## config.mk

```make
export PLATFORM = sky130hd
export DESIGN_NAME = qed_result_fifo
export DESIGN_NICKNAME = d
export VERILOG_FILES = /design/src/rtl/qed_pkg.sv /design/src/rtl/qed_result_fifo.sv
export SDC_FILE = /design/constraint.sdc
export NUM_CORES = 1
export LEC_CHECK = 0
export BUFFER_PORTS_ARGS = -buffer_cell sky130_fd_sc_hd__buf_2
export CAP_MARGIN = 20
export CORE_AREA = 2 2 125 157
export DETAILED_ROUTE_END_ITERATION = 6
export DIE_AREA = 0 0 127 159
export PLACE_DENSITY_LB_ADDON = 0.3
export SLEW_MARGIN = 10
export SYNTH_ARGS = -nofsm -noshare
export SYNTH_HDL_FRONTEND = slang
export SYNTH_SLANG_ARGS = --single-unit
```

## constraint.sdc

```tcl
create_clock -name clk_i -period 11.12 [get_ports clk_i]
set_input_delay 0.556 -clock clk_i [delete_from_list [all_inputs] [get_ports clk_i]]
set_output_delay 0.556 -clock clk_i [all_outputs]
set_load 0.05 [all_outputs]
```

## src/rtl/qed_pkg.sv

```systemverilog
// Shared types and constants for the QED consistency checker.
package qed_pkg;

  // A duplicate writes to the original register index plus this offset.
  localparam int unsigned QED_DUP_OFFSET = 16;

  // One buffered original writeback.
  typedef struct packed {
    logic [4:0]  rd;
    logic [31:0] data;
  } qed_entry_t;

  // Register index the duplicate of an original write to rd is expected to use.
  function automatic logic [4:0] dup_rd(input logic [4:0] rd);
    return rd + 5'(QED_DUP_OFFSET);
  endfunction

endpackage

```

## src/rtl/qed_result_fifo.sv

```systemverilog
// Buffers original writeback results until their duplicates arrive.
// The head entry is visible on rdata_o whenever the FIFO is not empty.
module qed_result_fifo
  import qed_pkg::*;
#(
  parameter int unsigned DEPTH = 8
) (
  input  logic       clk_i,
  input  logic       rst_i,
  input  logic       clear_i,
  input  logic       push_i,
  input  logic       pop_i,
  input  qed_entry_t wdata_i,
  output qed_entry_t rdata_o,
  output logic       full_o,
  output logic       empty_o,
  output logic       empty_nxt_o
);

  localparam int unsigned AW = $clog2(DEPTH);
  localparam logic [AW:0] PtrOne = {{AW{1'b0}}, 1'b1};

  logic [AW:0] wr_ptr_q, wr_ptr_d;
  logic [AW:0] rd_ptr_q, rd_ptr_d;
  qed_entry_t  mem_q [DEPTH];
  logic        do_push, do_pop;

  // Status flags and next pointer values; the extra MSB tells full from empty.
  always_comb begin
    full_o  = (wr_ptr_q[AW-1:0] == rd_ptr_q[AW-1:0]) && (wr_ptr_q[AW] != rd_ptr_q[AW]);
    empty_o = (wr_ptr_q == rd_ptr_q);
    do_push = push_i && !full_o && !clear_i;
    do_pop  = pop_i && !empty_o && !clear_i;
    wr_ptr_d = wr_ptr_q;
    rd_ptr_d = rd_ptr_q;
    if (clear_i) begin
      wr_ptr_d = '0;
      rd_ptr_d = '0;
    end else begin
      if (do_push) wr_ptr_d = wr_ptr_q + PtrOne;
      if (do_pop)  rd_ptr_d = rd_ptr_q + PtrOne;
    end
    empty_nxt_o = (wr_ptr_d == rd_ptr_d);
    rdata_o     = mem_q[rd_ptr_q[AW-1:0]];
  end

  // Pointer registers; reset empties the FIFO immediately.
  always_ff @(posedge clk_i or posedge rst_i) begin
    if (rst_i) begin
      wr_ptr_q <= '0;
      rd_ptr_q <= '0;
    end else begin
      wr_ptr_q <= wr_ptr_d;
      rd_ptr_q <= rd_ptr_d;
    end
  end

  // Storage needs no reset: only entries between the pointers are ever read.
  always_ff @(posedge clk_i) begin
    if (do_push) mem_q[wr_ptr_q[AW-1:0]] <= wdata_i;
  end

endmodule

```

==> flow_summary.toml <==
[run_status]
status = "completed"

[sta]
worst_pin_slew_ns = 0.8884
hold_slack_ns = 0.2928
setup_tns_ns = 0
fin_skew_ns = 0.01392
timing.fmax_mhz = 244.9
setup_violations = 0
fin_crit_ns = 4.084
drv_slew = 0
relSlewSlack_pct = 40.77
rsz0062_at_grt = "no"
final_hold_viol_count = 0
min_period_over_period_pct = 36.73

[clock_network]
h-tree-depth = 1
path_clk_slew_ns = 0.06
cts_sinks = 304
worstSkewPairLatency_ns = 0.53
clk_path_buf_depth = 3
cts_buffers = 27
cts_root_buffer = "clkbuf_16"
postCtsSetupRepairBufs = 0
cts_resized = 0
cts_hold_buf = 1
cts_tree = "done"

[global_routing]
grt_pass1_vias = 5593
grt_pass1_wl_um = 32510
grtUsageTotal_pct = 21.57
overflow = 0
antenna_found_initial = 3
grt_max_degree = 79

[worst_setup_path]
cp-start-kind = "flop"
required_ns = 10.56
path_class = "flop to primary output"
slowest_delay_ns = 1.01
cp_slowest_cell = "dfrtp_4"
crit_arrival_ns = 3.53
path_cells = "xor2_4 > o41ai_2 > nor2_1 > mux2_4 > xnor2_1 > and3b_1 > buf_2"
crit_fanout = 43
critPathBufInv = 1
endpoint_kind = "primary output"
cpLargestDelayFamily = "flip-flops"

[finish]
seqCellArea_um2 = 9097
fin_nets = 649
stdcell_area_um2 = 13390
multi_input_area_um2 = 2603
final_util_pct = 71.84
area_delta_synth_final_pct = 13.75
drive_above_1_share_pct = 42.42
nFillCells = 1072

[routing]
drtPass1Iterations = 4
final_antenna_net_count = 0
drt_iter0_drc = 555
viasPerCell = 6.198
vias = 5287
routedWlPerCell_um = 24.81
wirelength_um = 21170
drcViolationCount = 0

[pwr]
clkPwrFrac_pct = 33.8
ir_drop_mv = 0.1784
cell_internal_pwr_mw = 1.959
p_switching_uw = 657.6
power_frac_comb_pct = 16.1
seqPwrFrac_pct = 50.2
p_sw_share_pct = 25.13
p_leak_nw = 4.311
p_per_area_nw_per_um2 = 195.4

[logic_synthesis]
synth_edf_count = 296
async_reset_ff_share_pct = 2.632
ys.flop_type = "edfxtp_1"
yosysSeqAreaShare_pct = 77.21
netlist_area_um2 = 11770
synth_nets = 547
ys_types = 34
synth_warnings = 0
ys_seq_elements = 304
avgSynthCellArea_um2 = 23.40
syn_inst = 503

[job]
max-cap-violations = 0

[floorplan]
core_area_um2 = 18640
rows = 56
io_pins = 82
fp.dieH_um = 159
initial_utilization_pct = 63.16
die_area_um2 = 20190
die_w_um = 127

[place]
io_buffer_count = 81
dp_hpwl_um = 11580
gp_congestion = 0.7653
post_dp_cell_area_um2 = 12520

[worst_hold_path]
holdCritPathClass = "primary input to flop"
[metrics by stage]
step / setup WS [ns] / instances / power (mW)
2_1_floorplan: 5.600 / 503 / 1.669
3_3_place_gp: 7.429 / 806 / 1.750
3_5_place_dp: 7.354 / 806 / 1.759
4_1_cts: 6.752 / 851 / 2.635
5_1_grt: 6.748 / 853 / 2.702
6_report: 7.036 / 853 / 2.616
[flip-flops by register name, summed over array words and instances (netlist names)]
| name | count |
|---|---|
| wr_ptr_q | 4 |
| mem_q | 296 |
| rd_ptr_q | 4 |
[cell families (layout without fill, tap and decap cells)]
kind of cell	Yosys count	after routing	synth area share, %
buf+inv	29	146	1.095
other cells	0	1	0
simple gates	32	32	1.371
fa+ha+maj	2	2	0.2126
xor+xnor	11	11	1.105
flops	304	304	77.21
compound gates	9	9	0.7973
mux	116	116	18.21
[layout make-up]
cell class,count,area share (%)
Inverter,4,0.1121
Clock inverter,14,1.047
Sequential cell,304,67.94
Clock buffer,30,5.130
Antenna cell,1,0.01869
Tap cell,232,2.168
Multi-Input combinational cell,170,19.44
Timing Repair Buffer,98,4.149
[Yosys cell counts, types with 3 or more instances]
cell type    n  share of area, %
buf_1        3             0.096
buf_2        7              0.30
clkbuf_1    13              0.41
dfrtp_1      8               1.7
edfxtp_1   296                76
inv_1        4              0.13
mux2_2      37               3.5
mux2i_1      3              0.26
mux4_2      74                14
nand3_1      3              0.13
nor2_1      12              0.38
nor3_1       4              0.17
nor4_1       4              0.21
xnor2_1      5              0.37
xor2_1       3              0.22
[per-layer routing]
metal / global-route usage, % / part of all wire [%] / vias to the layer above
li1: - / - / 2323
met1: 29.75 / 40 / 2745
met2: 36.51 / 52 / 171
met3: 3.259 / 5.3 / 44
met4: 6.444 / 2.4 / 4
met5: 0 / 0.10 / -
[power by group through the flow]
stage          clock network (mW)  logic, mW  registers [mW]
3_3_place_gp                    0      0.404            1.35
3_5_place_dp                    0      0.412            1.35
5_1_grt                     0.941      0.443            1.32
2_1_floorplan                   0      0.363            1.31
6_report                    0.883      0.421            1.31
4_1_cts                     0.897      0.416            1.32
[layout by cell type, fill, tap and decap left out, types with 2 or more instances in the layout]
cell / instances
nor2_1: 10
mux2_4: 2
xor2_2: 2
dfrtp_4: 2
nor4_1: 2
inv_1: 4
ha_1: 2
mux4_2: 74
nor4_2: 2
buf_4: 15
bufinv_16: 3
xnor2_1: 5
buf_2: 81
clkbuf_16: 27
o21ai_0: 2
nor2b_1: 2
mux2_2: 37
mux2i_1: 3
dfrtp_1: 5
or3_1: 2
clkinv_1: 6
a21oi_2: 2
clkbuf_1: 3
nor2_4: 2
nand2_1: 2
clkinv_2: 4
xor2_1: 3
edfxtp_1: 296
nand3_1: 3
nor3_2: 3
[final timing paths]
check                                       from                     end  slack [ns]  cells after the start
setup / recovery           rd_ptr_q[0]$_DFF_PP0_             empty_nxt_o        7.04                      7
hold / removal                       wdata_i[11]  mem_q[4][11]$_DFFE_PP_        0.29                      1
setup reg to reg           rd_ptr_q[0]$_DFF_PP0_  mem_q[5][32]$_DFFE_PP_        8.01                      6
hold reg to reg            rd_ptr_q[3]$_DFF_PP0_   rd_ptr_q[3]$_DFF_PP0_        0.73                      2
max in group asynchronous                  rst_i   rd_ptr_q[0]$_DFF_PP0_       10.32                      3
min in group asynchronous                  rst_i   rd_ptr_q[1]$_DFF_PP0_        0.53                      3
No activity file was read; power rests on OpenSTA's default activity.
